===== src/rtl/alu_arbiter_pkg.sv =====
// Shared definitions for the ALU arbiter: FSM states, requester count and
// the ALU opcode (op_mne) encodings used by the requesters.
package alu_arbiter_pkg;

  localparam int unsigned kNumReq = 2;

  typedef enum logic [1:0] {
    ARB_IDLE,
    ARB_ISSUE,
    ARB_RESP
  } arb_state_e;

  localparam logic [3:0] kADD = 4'd0;
  localparam logic [3:0] kSUB = 4'd1;
  localparam logic [3:0] kAND = 4'd2;
  localparam logic [3:0] kOR  = 4'd3;
  localparam logic [3:0] kXOR = 4'd4;
  localparam logic [3:0] kCMP = 4'd5;

endpackage


===== src/rtl/rr_arb2.sv =====
// Combinational two-way round-robin grant. A lone requester always wins;
// on contention the requester equal to the pointer wins.
module rr_arb2
  import alu_arbiter_pkg::*;
(
  input  logic [kNumReq-1:0] req_valid_i,
  input  logic               ptr_i,
  input  logic               en_i,
  output logic [kNumReq-1:0] grant_o
);

  // One-hot (or zero) grant selection.
  always_comb begin
    grant_o = '0;
    if (en_i) begin
      if (req_valid_i == 2'b11) begin
        grant_o = ptr_i ? 2'b10 : 2'b01;
      end else begin
        grant_o = req_valid_i;
      end
    end
  end

endmodule


===== src/rtl/alu_arbiter.sv =====
// Shares one combinational ALU between the core datapath (requester 0) and
// the LFSR/parity engine (requester 1). Operands are latched at accept, the
// ALU result and flags are registered, and both sides use valid/ready.
module alu_arbiter
  import alu_arbiter_pkg::*;
#(
  parameter int unsigned DW  = 8,
  parameter int unsigned OPW = 4,
  parameter int unsigned CFW = 3
) (
  input  logic               Clk,
  input  logic               Reset_n,
  input  logic [kNumReq-1:0] ReqValid,
  output logic [kNumReq-1:0] ReqReady,
  input  logic [DW-1:0]      ReqA0,
  input  logic [DW-1:0]      ReqB0,
  input  logic [OPW-1:0]     ReqOp0,
  input  logic [CFW-1:0]     ReqCf0,
  input  logic [DW-1:0]      ReqA1,
  input  logic [DW-1:0]      ReqB1,
  input  logic [OPW-1:0]     ReqOp1,
  input  logic [CFW-1:0]     ReqCf1,
  output logic [DW-1:0]      AluA,
  output logic [DW-1:0]      AluB,
  output logic [OPW-1:0]     AluOp,
  output logic [CFW-1:0]     AluCf,
  input  logic [DW-1:0]      AluOut,
  input  logic               AluZero,
  input  logic               AluNeg,
  output logic [kNumReq-1:0] RspValid,
  input  logic [kNumReq-1:0] RspReady,
  output logic [DW-1:0]      RspData,
  output logic               RspZero,
  output logic               RspNeg
);

  arb_state_e         state_q;
  logic               ptr_q;
  logic               owner_q;
  logic [DW-1:0]      a_q, b_q;
  logic [OPW-1:0]     op_q;
  logic [CFW-1:0]     cf_q;
  logic [DW-1:0]      rsp_data_q;
  logic               rsp_zero_q, rsp_neg_q;
  logic [kNumReq-1:0] rsp_valid_q;

  logic [kNumReq-1:0] grant;
  logic               arb_en;
  logic [DW-1:0]      a_d, b_d;
  logic [OPW-1:0]     op_d;
  logic [CFW-1:0]     cf_d;

  // Grants only in IDLE; Reset_n also gates it so ReqReady stays low while
  // reset is asserted even though IDLE's ready path is combinational.
  assign arb_en = (state_q == ARB_IDLE) && Reset_n;

  rr_arb2 u_rr_arb2 (
    .req_valid_i (ReqValid),
    .ptr_i       (ptr_q),
    .en_i        (arb_en),
    .grant_o     (grant)
  );

  // Operand source for the granted requester.
  always_comb begin
    a_d  = grant[1] ? ReqA1  : ReqA0;
    b_d  = grant[1] ? ReqB1  : ReqB0;
    op_d = grant[1] ? ReqOp1 : ReqOp0;
    cf_d = grant[1] ? ReqCf1 : ReqCf0;
  end

  assign ReqReady = grant;
  assign AluA     = a_q;
  assign AluB     = b_q;
  assign AluOp    = op_q;
  assign AluCf    = cf_q;
  assign RspValid = rsp_valid_q;
  assign RspData  = rsp_data_q;
  assign RspZero  = rsp_zero_q;
  assign RspNeg   = rsp_neg_q;

  // Arbiter FSM with operand latches and registered response.
  always_ff @(posedge Clk or negedge Reset_n) begin
    if (!Reset_n) begin
      state_q     <= ARB_IDLE;
      ptr_q       <= 1'b0;
      owner_q     <= 1'b0;
      a_q         <= '0;
      b_q         <= '0;
      op_q        <= '0;
      cf_q        <= '0;
      rsp_data_q  <= '0;
      rsp_zero_q  <= 1'b0;
      rsp_neg_q   <= 1'b0;
      rsp_valid_q <= '0;
    end else begin
      case (state_q)
        ARB_IDLE: begin
          if (|grant) begin
            a_q     <= a_d;
            b_q     <= b_d;
            op_q    <= op_d;
            cf_q    <= cf_d;
            owner_q <= grant[1];
            ptr_q   <= ~grant[1];
            state_q <= ARB_ISSUE;
          end
        end
        ARB_ISSUE: begin
          rsp_data_q  <= AluOut;
          rsp_zero_q  <= AluZero;
          rsp_neg_q   <= AluNeg;
          rsp_valid_q <= owner_q ? 2'b10 : 2'b01;
          state_q     <= ARB_RESP;
        end
        ARB_RESP: begin
          if (RspReady[owner_q]) begin
            rsp_valid_q <= '0;
            state_q     <= ARB_IDLE;
          end
        end
        default: state_q <= ARB_IDLE;
      endcase
    end
  end

endmodule


===== config.mk =====
export PLATFORM = sky130hd
export DESIGN_NAME = alu_arbiter
export DESIGN_NICKNAME = d
export VERILOG_FILES = /design/src/rtl/alu_arbiter_pkg.sv /design/src/rtl/rr_arb2.sv /design/src/rtl/alu_arbiter.sv
export SDC_FILE = /design/constraint.sdc
export NUM_CORES = 1
export LEC_CHECK = 0
export CORE_UTILIZATION = 25
export CTS_BUF_LIST = sky130_fd_sc_hd__clkbuf_2
export DETAILED_ROUTE_END_ITERATION = 7
export GPL_TIMING_DRIVEN = 0
export PLACE_DENSITY = 0.61
export SYNTH_ARGS = -nofsm -noshare
export SYNTH_HDL_FRONTEND = slang
export SYNTH_SLANG_ARGS = --single-unit

===== constraint.sdc =====
create_clock -name Clk -period 2.2 [get_ports Clk]
set_input_delay 0.33 -clock Clk [delete_from_list [all_inputs] [get_ports Clk]]
set_output_delay 0.33 -clock Clk [all_outputs]
set_load 0.05 [all_outputs]

# Word level (Yosys, flattened, before mapping)
# Index checks and enable logic that the tools add are counted.
# Widths: inputs -> output; s select.
totals:
  elab_cells: 39
  in_bits: 62
  out_inout_bits: 37
  reg_bits: 39
classes:
  eq_ne: 5
  n_reduce_logical: 7
  bitwise_logic: 1
  n_mux: 14
  order_cmp: 1
ops:
  columns: ["op", "n"]
  rows:
  - ["$mux 8", 2]
  - ["$mux 2", 6]
  - ["$pmux 2 s3", 1]
  - ["$reduce_and 2->1", 3]
  - ["$eq 2x2->1 const B", 2]
  - ["$mux 4", 1]
  - ["$pmux 2 s2", 1]
  - ["$mux 3", 1]
  - ["$eq 2x1->1 const B", 1]
  - ["$logic_not 2->1", 1]
  - ["$lt 1x2->1 const B", 1]
  - ["$mux 1", 2]
  - ["$ne 2x1->1 const B", 1]
  - ["$ne 2x2->1 const B", 1]
  - ["$reduce_bool 2->1", 1]
  - ["$reduce_or 2->1", 1]
  - ["$logic_and 1x1->1", 1]
  - ["$not 1->1", 1]

# Depth between registers and ports, before layout
# Gate-level depths: netlist (run 1).
depth:
  word_depth: 6
  mapped_depth: 6
  ltp_nobuf: 3

# Modules after synthesis
# Synthesis (run 1) repeated with hierarchy kept, for this count alone.
unflattened:
  cells_unflattened: 155
  area_unflattened_um2: 1731.7
modules_own_cells:
  columns: ["mod", "area_per_inst_um2", "seq_area_each_um2", "cells_each", "instances"]
  rows:
  - ["alu_arbiter", 1710.4, 975.9, 150, 1]
  - ["rr_arb2", 21.3, 0.0, 5, 1]

# Worst setup path after synthesis (run 1)
# Ideal clock, no wire load.
synth_timing:
  kind: "register to output"
  from: "register state_q[1]"
  to: "output ReqReady[0]"
  path_slack_ns: 0.111
  n_path_buf: 1
  arrival_ns: 1.759
  required_time_ns: 1.870
  stages_incl_launch_ff: 5
  path_cell_list: "dfrtp_1 -> nor3b_2 -> buf_2 -> nand2_1 -> a21oi_1"
synth_between:
  elab_chain_cells: 3
synth_rtl:
  columns: ["item", "line", "text"]
  rows:
  - ["start: declaration", "alu_arbiter.sv:37", "arb_state_e state_q;"]
  - ["start signal: assignment", "alu_arbiter.sv:85", "state_q <= ARB_IDLE;"]
  - ["start signal: assignment", "alu_arbiter.sv:106", "state_q <= ARB_ISSUE;"]
  - ["start signal: assignment", "alu_arbiter.sv:114", "state_q <= ARB_RESP;"]
  - ["$logic_not 2->1", "alu_arbiter.sv:55", "assign arb_en = (state_q == ARB_IDLE) && Reset_n;"]
  - ["$logic_and 1x1->1", "alu_arbiter.sv:55", null]
  - ["$mux 2", "rr_arb2.sv:15", "if (en_i) begin"]
  - ["end: declaration", "alu_arbiter.sv:14", "output logic [kNumReq-1:0] ReqReady,"]
# No other way between the ends.

# Final worst setup path (run 1)
layout_timing:
  from: "register state_q[0]"
  to: "output ReqReady[1]"
# The elaborated chain is that of the path after synthesis.

==> results of run 1 <==
-- layout by cell type, fill, tap and decap left out, types with 8 or more instances in the layout --
master	count
clkdlybuf4s50_1	95
a31oi_1	24
clkbuf_1	13
o22a_1	23
dfrtp_1	37
mux2_1	10
o211ai_1	23
inv_1	25
buf_4	8
nand2_1	25
-- per-stage QoR --
stage | utilization [%] | worst slack [ns] | cells
CTS | 41.7 | -0.00533 | 424
floorplan | - | 0.111 | 211
detailed placement | 40.5 | -0.880 | 412
global route | 42.5 | -0.0205 | 430
finish | 42.5 | 0.0687 | 430
global placement | 40.4 | -2.23 | 411
-- layer usage --
metal  vias up  track usage [%]  routed length, microns
met5         -                0                       0
met3         8             3.78                     389
met2        76             23.4                    2940
li1        998                -                       -
met4         0             4.36                      69
met1       946             20.0                    2820
-- cells by family (layout without fill, tap and decap cells) --
kind of cell | count (synthesis) | in the layout
buffers and inverters | 46 | 163
AO/OA/AOI/OAI | 80 | 80
flip-flops | 39 | 39
multiplexers | 10 | 10
AND/OR/NAND/NOR | 36 | 36
-- repair_timing --
item / 4_1_cts / 5_1_grt
resized for setup: 18 / 5
hold endpoints to repair: 16 / 0
setup endpoints to repair: 2 / 2
pin swaps: 1 / 1
setup buffers: 1 / 6
hold buffers: 3 / 0
-- power by group through the flow --
stage | combinational [W] | clock, W | sequential [W]
3_3_place_gp | 0.00279 | 0 | 0.00131
3_5_place_dp | 0.00282 | 0 | 0.00131
2_1_floorplan | 0.000708 | 0 | 0.00242
5_1_grt | 0.00303 | 0.000365 | 0.00135
6_report | 0.00290 | 0.000317 | 0.00130
4_1_cts | 0.00285 | 0.000330 | 0.00131
-- area by class of cell --
class / instances / area [sq um] / area share, %
repair buffers: 109 / 1080 / 32.5
flip-flops and latches: 39 / 978 / 29.4
multi-input cells: 126 / 891 / 26.7
well taps: 102 / 128 / 3.83
plain buffers: 21 / 120 / 3.60
inverters: 25 / 93.8 / 2.82
clock buffers: 6 / 30.0 / 0.901
clock inverters: 2 / 7.51 / 0.225
-- worst max-delay path: cells and delay by family (launching register included) --
family	cells	cell delay, ns
AND/OR/NAND/NOR	2	0.56
flip-flops	1	0.48
buffers and inverters	2	0.38
-- state kept, by name, summed over array words and instances, names as in the netlist --
signal / flops
RspData: 8
RspValid: 2
AluA: 8
owner_q: 1
AluCf: 3
ptr_q: 1
AluOp: 4
state_q: 2
RspNeg: 1
AluB: 8
RspZero: 1
-- cell usage after synthesis (all sizes together) --
library cell	count	area (sq um)
nand3	1	5.00
nand3b	1	7.51
nand2	25	93.8
inv	25	93.8
nor3b	1	12.5
and2	1	8.76
dfrtp	39	976
mux2	10	113
and2b	1	7.51
nand2b	2	12.5
a31oi	24	150
and3	1	6.26
o221a	1	11.3
a21oi	4	20.0
a31o	1	8.76
o22a	23	201
clkbuf	14	53.8
or2	1	6.26
buf	7	53.8
a221oi	1	8.76
nor2b	2	12.5
a21o	3	22.5
o211ai	23	173
-- how the worst max path moves through the flow --
stage                     startpoint          end  slack, ns
after global routing      state_q[0]  ReqReady[1]      -0.02
after floorplan           state_q[1]  ReqReady[0]       0.11
after CTS                 state_q[1]  ReqReady[1]     -0.005
after detailed placement     Reset_n  ReqReady[0]      -0.88
after global placement       Reset_n  ReqReady[0]      -2.23
final                     state_q[0]  ReqReady[1]       0.07
==> flow_metrics.env, run 1 <==
export IMPL_first_global_vias=2038
export IMPL_irDropWorstVdd_v=0.000669
export IMPL_routed_wl_microns=6220
export IMPL_wl_per_cell_microns=14.5
export IMPL_outcome="complete, no violations"
export IMPL_hold_class="in2async"
export IMPL_combPwrFrac_pct=64.2
export IMPL_ff2ff_path_depth=5
export IMPL_drtIter0Drc=53
export IMPL_root_buffer="clkbuf_2"
export IMPL_switching_power_w=0.00225
export IMPL_die_area_sq_mm=0.00860
export IMPL_clk_pin_slew_worst_paths_ns=0.22
export IMPL_period_share_pct=96.9
export IMPL_postPlaceCellArea_sq_mm=0.00318
export IMPL_worst_pin_slew_ns=1.06
export IMPL_antenna_found_initial=0
export IMPL_design_area_sq_mm=0.00333
export IMPL_holdWs_ns=0.302
export IMPL_p_leak_nw=1.37
export IMPL_ys_seq_area_share_pct=47.4
export IMPL_synth_xor_area_share_pct=0
export IMPL_ys_warn_count=0
export IMPL_numCtsBuffers=5
export IMPL_fin_crit_ns=2.13
export IMPL_rr_startpoint="state_q[0]"
export IMPL_cts_sinks=39
export IMPL_required_ns=1.87
export IMPL_drtPass1Iterations=4
export IMPL_crit_arrival_ns=1.80
export IMPL_grt_pass1_wl_microns=9980
export IMPL_drv_cap=0
export IMPL_die_x_microns=92.7
export IMPL_ios=99
export IMPL_yosys_area_share_simple_pct=8.39
export IMPL_muxShareOfSynthArea_pct=5.47
export IMPL_grt_usage_pct=14.8
export IMPL_skew_ns=0.0267
export IMPL_cp_slowest_cell="dfrtp_2"
export IMPL_drv_slew=0
export IMPL_cp_cell_sequence="nor3b_4 -> buf_6 -> and3_1 -> buf_6"
export IMPL_core_area_sq_mm=0.00785
export IMPL_cp_common_cell="buf_6"
export IMPL_endpoint_kind="output port"
export IMPL_synth_area_sq_mm=0.00206
export IMPL_nets=389
export IMPL_die_h_microns=92.7
export IMPL_cts_tree="yes"
export IMPL_fill_cells=797
export IMPL_yosys_register_bits=39
export IMPL_dp_hpwl_microns=4550
export IMPL_ant_nets=0
export IMPL_cts_htree_levels=2
export IMPL_vias=2028
export IMPL_critPathLaunchType="flop"
export IMPL_grt_overflow_total=0
export IMPL_synth_compound_area_share_pct=28.9
export IMPL_syn_nets=273
export IMPL_synth_distinct_cells=25
export IMPL_place_congestion=0.767
export IMPL_viasPerCell=4.72
export IMPL_grt_max_degree=24
export IMPL_criticalPathCategory="reg2out"
export IMPL_area_growth_syn_to_layout_pct=61.9
export IMPL_clkLatencyLatePin_ns=0.40
export IMPL_r2r_end="AluB[6]"
export IMPL_drive_gt1_share_pct=9.15
export IMPL_clockBufferDepth=2
export IMPL_portBuffers=98
export IMPL_num_antenna_cells=0
export IMPL_row_count=32
export IMPL_start_util_pct=26.2
export IMPL_max_stage_delay_ns=0.48
export IMPL_synth_top_family_by_area="compound AO/OA/AOI/OAI gates"
export IMPL_syn_inst=211
export IMPL_swShare_pct=49.8
export IMPL_p_seq_share_pct=28.7
export IMPL_rrSetupSlack_ns=0.40
export IMPL_syn_area_per_cell_sq_um=9.75
export IMPL_crit_fanout=10
export IMPL_power_density_mw_per_mm2=1350
export IMPL_pwr_share_clk_pct=7.0
export IMPL_finalHoldViolCount=0
export IMPL_relSlewSlack_pct=29.1
export IMPL_drc_errors=0
export IMPL_p_int_w=0.00226
export IMPL_final_setup_tns_ns=0
export IMPL_setup_viol=0
export IMPL_synthAdderAreaFrac_pct=0
export IMPL_fmax_mhz=469
export IMPL_power_w=0.00451
(Power assumes the default switching activity.)
==> inputs of run 2 (changes only) <==
--- a/config.mk
+++ b/config.mk
@@ -8,6 +8,7 @@
 export CORE_UTILIZATION = 25
 export CTS_BUF_LIST = sky130_fd_sc_hd__clkbuf_2
 export DETAILED_ROUTE_END_ITERATION = 7
+export GPL_ROUTABILITY_DRIVEN = 0
 export GPL_TIMING_DRIVEN = 0
 export PLACE_DENSITY = 0.61
 export SYNTH_ARGS = -nofsm -noshare
==> results of run 2 <==
No change in the layout: final DEF, timing and power equal those of run 1.
